--- src/rtl/fetch_sequencer_if.sv ---
// Fetch sequencer bus bundle: instruction memory, decoder handshake, execute feedback, status.
// No storage; pure wiring between the sequencer and its environment.
// Decoder backpressure via inst_valid/dec_ready; memory has fixed one-cycle read latency.
interface fetch_sequencer_if;
   logic        start;
   logic [15:0] imem_addr;
   logic        imem_rd_en;
   logic [15:0] imem_rdata;
   logic [15:0] inst_out;
   logic        inst_valid;
   logic        dec_ready;
   logic        exec_done;
   logic        branch_taken;
   logic [11:0] branch_offset;
   logic        jump_en;
   logic [11:0] jump_target;
   logic        redirect;
   logic        halted;
   logic [15:0] pc_out;

   // Sequencer side
   modport master (
      input  start, imem_rdata, dec_ready, exec_done,
             branch_taken, branch_offset, jump_en, jump_target,
      output imem_addr, imem_rd_en, inst_out, inst_valid,
             redirect, halted, pc_out
   );

   // Environment side: memory, decoder, execute stage
   modport slave (
      output start, imem_rdata, dec_ready, exec_done,
             branch_taken, branch_offset, jump_en, jump_target,
      input  imem_addr, imem_rd_en, inst_out, inst_valid,
             redirect, halted, pc_out
   );
endinterface

--- src/rtl/fetch_sequencer.sv ---
// Instruction fetch sequencer: fetch, wait for memory, hand to decoder, wait for execute, redirect.
// Best case 4 cycles per instruction (FETCH, WAIT_MEM, DECODE, EXECUTE); +1 cycle on branch/jump.
// Holds inst_out/inst_valid while dec_ready is low; waits in EXECUTE until exec_done.
module fetch_sequencer #(
   parameter logic [15:0] RESET_PC  = 16'h0000,
   parameter logic [15:0] HALT_WORD = 16'hFFFF
) (
   input  logic              clk,
   input  logic              rst,
   fetch_sequencer_if.master fs
);

   typedef enum logic [2:0] {
      S_IDLE     = 3'd0,
      S_FETCH    = 3'd1,
      S_WAIT_MEM = 3'd2,
      S_DECODE   = 3'd3,
      S_EXECUTE  = 3'd4,
      S_REDIRECT = 3'd5,
      S_HALT     = 3'd6
   } state_t;

   state_t      state_q, state_d;
   logic [15:0] pc_q, pc_d;
   logic [15:0] inst_q, inst_d;
   logic [15:0] branch_pc;
   logic [15:0] jump_pc;
   logic        rdata_is_halt;

   // Branch target is a signed word offset scaled by two; jump keeps the top 3 pc bits
   assign branch_pc     = pc_q + {{3{fs.branch_offset[11]}}, fs.branch_offset, 1'b0};
   assign jump_pc       = {pc_q[15:13], fs.jump_target, 1'b0};
   assign rdata_is_halt = (fs.imem_rdata == HALT_WORD);

   // State, pc and held instruction registers; reset wins over everything
   always_ff @(posedge clk) begin
      if (rst) begin
         state_q <= S_IDLE;
         pc_q    <= RESET_PC;
         inst_q  <= '0;
      end else begin
         state_q <= state_d;
         pc_q    <= pc_d;
         inst_q  <= inst_d;
      end
   end

   // Next-state selection; execute-stage inputs only matter in EXECUTE
   always_comb begin
      state_d = state_q;
      case (state_q)
         S_IDLE:     if (fs.start) state_d = S_FETCH;
         S_FETCH:    state_d = S_WAIT_MEM;
         S_WAIT_MEM: state_d = rdata_is_halt ? S_HALT : S_DECODE;
         S_DECODE:   if (fs.dec_ready) state_d = S_EXECUTE;
         S_EXECUTE: begin
            if (fs.exec_done) begin
               state_d = (fs.jump_en || fs.branch_taken) ? S_REDIRECT : S_FETCH;
            end
         end
         S_REDIRECT: state_d = S_FETCH;
         S_HALT:     state_d = S_HALT;
         default:    state_d = S_IDLE;
      endcase
   end

   // Datapath update: capture fetched word and advance pc, or take jump/branch target
   always_comb begin
      pc_d   = pc_q;
      inst_d = inst_q;
      case (state_q)
         S_WAIT_MEM: begin
            if (!rdata_is_halt) begin
               inst_d = fs.imem_rdata;
               pc_d   = pc_q + 16'd1;
            end
         end
         S_EXECUTE: begin
            if (fs.exec_done) begin
               if (fs.jump_en) begin
                  pc_d = jump_pc;
               end else if (fs.branch_taken) begin
                  pc_d = branch_pc;
               end
            end
         end
         default: begin
            pc_d   = pc_q;
            inst_d = inst_q;
         end
      endcase
   end

   // Outputs are decoded from state only, so they never combinationally follow inputs
   always_comb begin
      fs.imem_addr  = pc_q;
      fs.pc_out     = pc_q;
      fs.inst_out   = inst_q;
      fs.imem_rd_en = (state_q == S_FETCH);
      fs.inst_valid = (state_q == S_DECODE);
      fs.redirect   = (state_q == S_REDIRECT);
      fs.halted     = (state_q == S_HALT);
   end

endmodule

--- src/flat_wrapper.sv ---
// flat-port wrapper written by rule: the top's interface ports become plain ports
module fetch_sequencer_flat 
#(
   parameter logic [15:0] RESET_PC  = 16'h0000,
   parameter logic [15:0] HALT_WORD = 16'hFFFF
)
  (clk, rst, fs_start, fs_imem_rdata, fs_dec_ready, fs_exec_done, fs_branch_taken, fs_branch_offset, fs_jump_en, fs_jump_target, fs_imem_addr, fs_imem_rd_en, fs_inst_out, fs_inst_valid, fs_redirect, fs_halted, fs_pc_out);
  fetch_sequencer_if fs_i ();
  input  logic clk;
  input  logic rst;
  input wire logic [$bits(fs_i.start)-1:0] fs_start;
  input wire logic [$bits(fs_i.imem_rdata)-1:0] fs_imem_rdata;
  input wire logic [$bits(fs_i.dec_ready)-1:0] fs_dec_ready;
  input wire logic [$bits(fs_i.exec_done)-1:0] fs_exec_done;
  input wire logic [$bits(fs_i.branch_taken)-1:0] fs_branch_taken;
  input wire logic [$bits(fs_i.branch_offset)-1:0] fs_branch_offset;
  input wire logic [$bits(fs_i.jump_en)-1:0] fs_jump_en;
  input wire logic [$bits(fs_i.jump_target)-1:0] fs_jump_target;
  output wire logic [$bits(fs_i.imem_addr)-1:0] fs_imem_addr;
  output wire logic [$bits(fs_i.imem_rd_en)-1:0] fs_imem_rd_en;
  output wire logic [$bits(fs_i.inst_out)-1:0] fs_inst_out;
  output wire logic [$bits(fs_i.inst_valid)-1:0] fs_inst_valid;
  output wire logic [$bits(fs_i.redirect)-1:0] fs_redirect;
  output wire logic [$bits(fs_i.halted)-1:0] fs_halted;
  output wire logic [$bits(fs_i.pc_out)-1:0] fs_pc_out;
  assign fs_i.start = fs_start;
  assign fs_i.imem_rdata = fs_imem_rdata;
  assign fs_i.dec_ready = fs_dec_ready;
  assign fs_i.exec_done = fs_exec_done;
  assign fs_i.branch_taken = fs_branch_taken;
  assign fs_i.branch_offset = fs_branch_offset;
  assign fs_i.jump_en = fs_jump_en;
  assign fs_i.jump_target = fs_jump_target;
  assign fs_imem_addr = fs_i.imem_addr;
  assign fs_imem_rd_en = fs_i.imem_rd_en;
  assign fs_inst_out = fs_i.inst_out;
  assign fs_inst_valid = fs_i.inst_valid;
  assign fs_redirect = fs_i.redirect;
  assign fs_halted = fs_i.halted;
  assign fs_pc_out = fs_i.pc_out;
  fetch_sequencer #(.RESET_PC(RESET_PC), .HALT_WORD(HALT_WORD)) u_core (.clk(clk), .rst(rst), .fs(fs_i));
endmodule
--- config.mk ---
export PLATFORM = sky130hd
export DESIGN_NAME = fetch_sequencer_flat
export DESIGN_NICKNAME = d
export VERILOG_FILES = /design/src/rtl/fetch_sequencer_if.sv /design/src/rtl/fetch_sequencer.sv /design/src/flat_wrapper.sv
export SDC_FILE = /design/constraint.sdc
export NUM_CORES = 1
export LEC_CHECK = 0
export CORE_UTILIZATION = 49
export CTS_BUF_LIST = sky130_fd_sc_hd__clkbuf_8 sky130_fd_sc_hd__clkbuf_16
export CTS_CLUSTER_SIZE = 28
export DETAILED_ROUTE_END_ITERATION = 12
export PLACE_DENSITY_LB_ADDON = 0.05
export SYNTH_ARGS = -nofsm -noshare
export SYNTH_HDL_FRONTEND = slang
export SYNTH_SLANG_ARGS = --single-unit
export TNS_END_PERCENT = 20
--- constraint.sdc ---
create_clock -name clk -period 4.8 [get_ports clk]
set_input_delay 0.72 -clock clk [delete_from_list [all_inputs] [get_ports clk]]
set_output_delay 0.72 -clock clk [all_outputs]
set_load 0.005 [all_outputs]
==> results by group <==
Status
  – Status: complete, no violations

Placed design
  – Pre-CTS setup slack: 1.51 ns
  – Gpl congestion: 0.872
  – I/O Buffers: 98
  – Detailed placement HPWL: 5800 um

Critical path
  – Slowest Stage Delay on Critical Path: 0.46 ns
  – Reg2Reg Setup Slack: 2.12 ns
  – Worst path bufs/invs: 2
  – Crit path depth: 10
  – Crit Path Category: input port to flip-flop
  – Critical Path Sink Type: flip-flop
  – Crit path to: u_core.fs.imem_addr[11]$_SDFFE_PP0P_
  – CP max FO: 4
  – Worst path cell trace: clkdlybuf4s50_1 > ha_1 > inv_1 > fa_1 > nand2b_1 > a211oi_1 > o21ai_0 > a21boi_0 > nor3_1 > o32ai_1
  – Reg2Reg Launch Point: u_core.fs.imem_addr[1]$_SDFFE_PP0P_
  – CP startpoint kind: input port
  – Worst EP arrival: 3.24 ns
  – CP required: 5.01 ns
  – Critical path origin: fs_branch_offset[0]
  – Reg2reg path depth: 9
  – RR Endpoint: u_core.fs.imem_addr[11]$_SDFFE_PP0P_
  – Crit path max-delay family: compound AO/OA/AOI/OAI gates
  – Slowest CP cell: clkdlybuf4s50_1

GRT
  – First-pass GRT wire length: 12900 um
  – GRT Util Overall: 0.275
  – Number of global-route vias before repair: 2647
  – Initial antenna violation count: 0
  – Largest net degree at the start of global routing: 23
  – Gr ovfl total: 0

Die
  – Die W: 76.6 um
  – Initial Util: 0.520
  – Die area: 0.00586 sq mm
  – Core box area: 0.00524 sq mm
  – Ports: 99
  – Row count: 26
  – Die height: 76.6 um

Power
  – Sw Pwr: 0.353 mW
  – Tot Pwr: 0.992 mW
  – Switching Fraction: 0.356
  – Pint: 0.639 mW
  – Flop pwr share: 0.383
  – Part of the power in the clock network: 0.219
  – Comb power frac: 0.398
  – Leak pwr: 1.44 nW
  – Max VDD drop: 126 uV
  – Pwr Density: 268 mW/mm^2

Timing
  – Clk_skew: 0.00663 ns
  – Slew Limit Headroom: 0.460
  – Top achievable clock speed: 330 MHz
  – Tmin final: 3.03 ns
  – Period utilisation layout: 0.632
  – RSZ-0062 raised after global routing: false
  – Max-slew violations: 0
  – Hold slack: 0.501 ns
  – Worst slew pin tran: 0.807 ns
  – Finish-stage setup viols: 0
  – Setup ws final: 1.77 ns
  – Final Hold Fails: 0
  – Setup TNS: 0 ns

Synthesis
  – Asr flop ratio synth: 0
  – Post-synth EDFFs: 0
  – Synth top area share: 0.257
  – Largest area contributor in the netlist: dfxtp_1
  – Ranking of synthesized cells by area: dfxtp_1, mux2i_1, ha_1
  – Commonest cells in the netlist: nor2_1, dfxtp_1, a21oi_1
  – Cell count after synthesis: 347
  – Syn_nets: 410
  – Avg Synthesized Cell Area: 7.85 sq um
  – Yosys reg bits: 35
  – Count leader, synth: nor2_1
  – Distinct cells, synth: 57
  – Synth warnings: 0
  – Register area share after synthesis: 0.257
  – Ys flop type: dfxtp_1
  – Mapped Area: 0.00272 sq mm

CTS
  – Worst skew pair latency: 0.30 ns
  – Clk buf depth: 2
  – Worst-path clk slew: 0.08 ns
  – Root Buffer Master: clkbuf_8
  – CTS tree: yes
  – CTS buffer count: 5
  – Post-CTS Setup Repair Bufs: 0
  – Num Clock Sinks: 35
  – H-tree depth: 2
  – CTS Hold Bufs: 0
  – Post_cts resized: 0

Route
  – Routed len/inst: 16.4 um
  – Antenna Nets Post-Route: 0
  – Vias per inst: 5.94
  – Vias: 2922
  – Residual DRC count: 0
  – Final WL: 8080 um
  – Pre-antenna DRT Iters: 5
  – Initial drt markers: 154

Layout
  – Final nets: 484
  – Inserted Diodes: 0
  – Fillers: 463
  – Synth-to-layout area growth: 36.0%
  – Fraction of layout cells with a size suffix above 1: 0.0474

Flow run
  – Number of max-cap violations: 0

Hold path
  – Hold Crit Class: flip-flop to flip-flop
==> through the flow <==
stage          cell area (sq um)  utilization  std cells
2_1_floorplan               2720            -        347
3_3_place_gp                3620        0.691        484
3_5_place_dp                3620        0.691        484
4_1_cts                     3700        0.707        492
5_1_grt                     3700        0.707        492
6_report                    3700        0.707        492
==> flip-flops by register name, summed over array words and instances (netlist names) <==
| signal | cells |
|---|---|
| u_core.fs.imem_addr | 16 |
| u_core.fs.inst_out | 16 |
| u_core.state_q | 3 |
==> worst register-to-register path, stage by stage, from the launching register on <==
cell	delay (ns)
dfxtp_1	0.48
ha_1	0.23
inv_1	0.06
fa_1	0.41
nand2b_1	0.19
a211oi_1	0.33
o21ai_0	0.27
a21boi_0	0.31
nor3_1	0.07
o32ai_1	0.26
==> per-layer routing <==
layer	up-vias	wire length, um	GRT usage
li1	1420	-	-
met1	1352	3460	0.344
met2	133	3900	0.474
met3	17	530	0.0335
met4	0	187	0.113
met5	-	0	0
==> how the worst min path moves through the flow <==
stage	start	endpoint	slack, ns	depth (start not counted)
6_report	u_core.fs.inst_out[3]$_SDFFE_PP0N_	u_core.fs.inst_out[3]$_SDFFE_PP0N_	0.50	2
2_1_floorplan	u_core.fs.inst_out[0]$_SDFFE_PP0N_	u_core.fs.inst_out[0]$_SDFFE_PP0N_	0.49	2
3_3_place_gp	u_core.fs.inst_out[4]$_SDFFE_PP0N_	u_core.fs.inst_out[4]$_SDFFE_PP0N_	0.48	2
4_1_cts	u_core.fs.inst_out[2]$_SDFFE_PP0N_	u_core.fs.inst_out[2]$_SDFFE_PP0N_	0.50	2
5_1_grt	u_core.fs.inst_out[3]$_SDFFE_PP0N_	u_core.fs.inst_out[3]$_SDFFE_PP0N_	0.53	2
3_5_place_dp	u_core.fs.inst_out[2]$_SDFFE_PP0N_	u_core.fs.inst_out[2]$_SDFFE_PP0N_	0.49	2
==> cell families (layout without fill, tap and decap cells) <==
kind of cell,after synthesis,count (layout),synth area share
AO/OA/AOI/OAI,96,96,0.235
XOR/XNOR,10,10,0.0322
adder cells (fa/ha/maj),16,16,0.0763
buffers and inverters,42,117,0.0845
flip-flops,35,35,0.257
multiplexers,20,20,0.0735
AND/OR/NAND/NOR,128,128,0.242
==> layout by cell type, fill, tap and decap left out, types with 2 or more instances in the layout <==
cell type | synthesis | routed
a21o_1 | 3 | 3
o32a_1 | 2 | 2
nand3_1 | 15 | 15
nor3b_1 | 4 | 3
dfxtp_1 | 35 | 35
mux2i_1 | 20 | 20
o22ai_1 | 3 | 3
or3_1 | 4 | 4
o21ai_0 | 21 | 21
nand2b_1 | 6 | 6
a22oi_1 | 3 | 3
or2_2 | 2 | 2
clkbuf_8 | 0 | 5
a211oi_1 | 4 | 4
ha_1 | 15 | 15
nor4_1 | 4 | 4
a21boi_0 | 5 | 5
xor2_1 | 6 | 6
nor2_1 | 37 | 37
nand4_1 | 8 | 8
xnor2_1 | 4 | 4
a21oi_1 | 26 | 26
clkdlybuf4s50_1 | 0 | 98
nand2_1 | 18 | 18
a41oi_1 | 2 | 2
o211ai_1 | 4 | 4
and2_1 | 2 | 2
a31o_2 | 2 | 2
or3b_2 | 3 | 3
buf_4 | 16 | 3
nor3_1 | 9 | 9
o22a_1 | 2 | 2
inv_1 | 8 | 9
a31oi_1 | 5 | 5
and3_1 | 6 | 6
nand3b_1 | 4 | 4
==> cell type report <==
| cell class | count | area, sq um | share of cell area |
|---|---|---|---|
| sequential | 35 | 701 | 0.189 |
| clock buffer | 5 | 68.8 | 0.0186 |
| clock inverter | 3 | 16.3 | 0.00439 |
| timing repair buffer | 101 | 1000 | 0.271 |
| inverter | 8 | 30.0 | 0.00811 |
| tap | 70 | 87.6 | 0.0236 |
| multi-input combinational | 270 | 1800 | 0.485 |
==> power groups by stage <==
stage	clock (mW)	sequential, mW	combinational, mW
2_1_floorplan	0	0.363	0.249
3_3_place_gp	0	0.382	0.384
3_5_place_dp	0	0.385	0.391
4_1_cts	0.221	0.379	0.393
5_1_grt	0.230	0.388	0.427
6_report	0.217	0.380	0.394
Note: power is estimated with default switching activity, not from simulation.
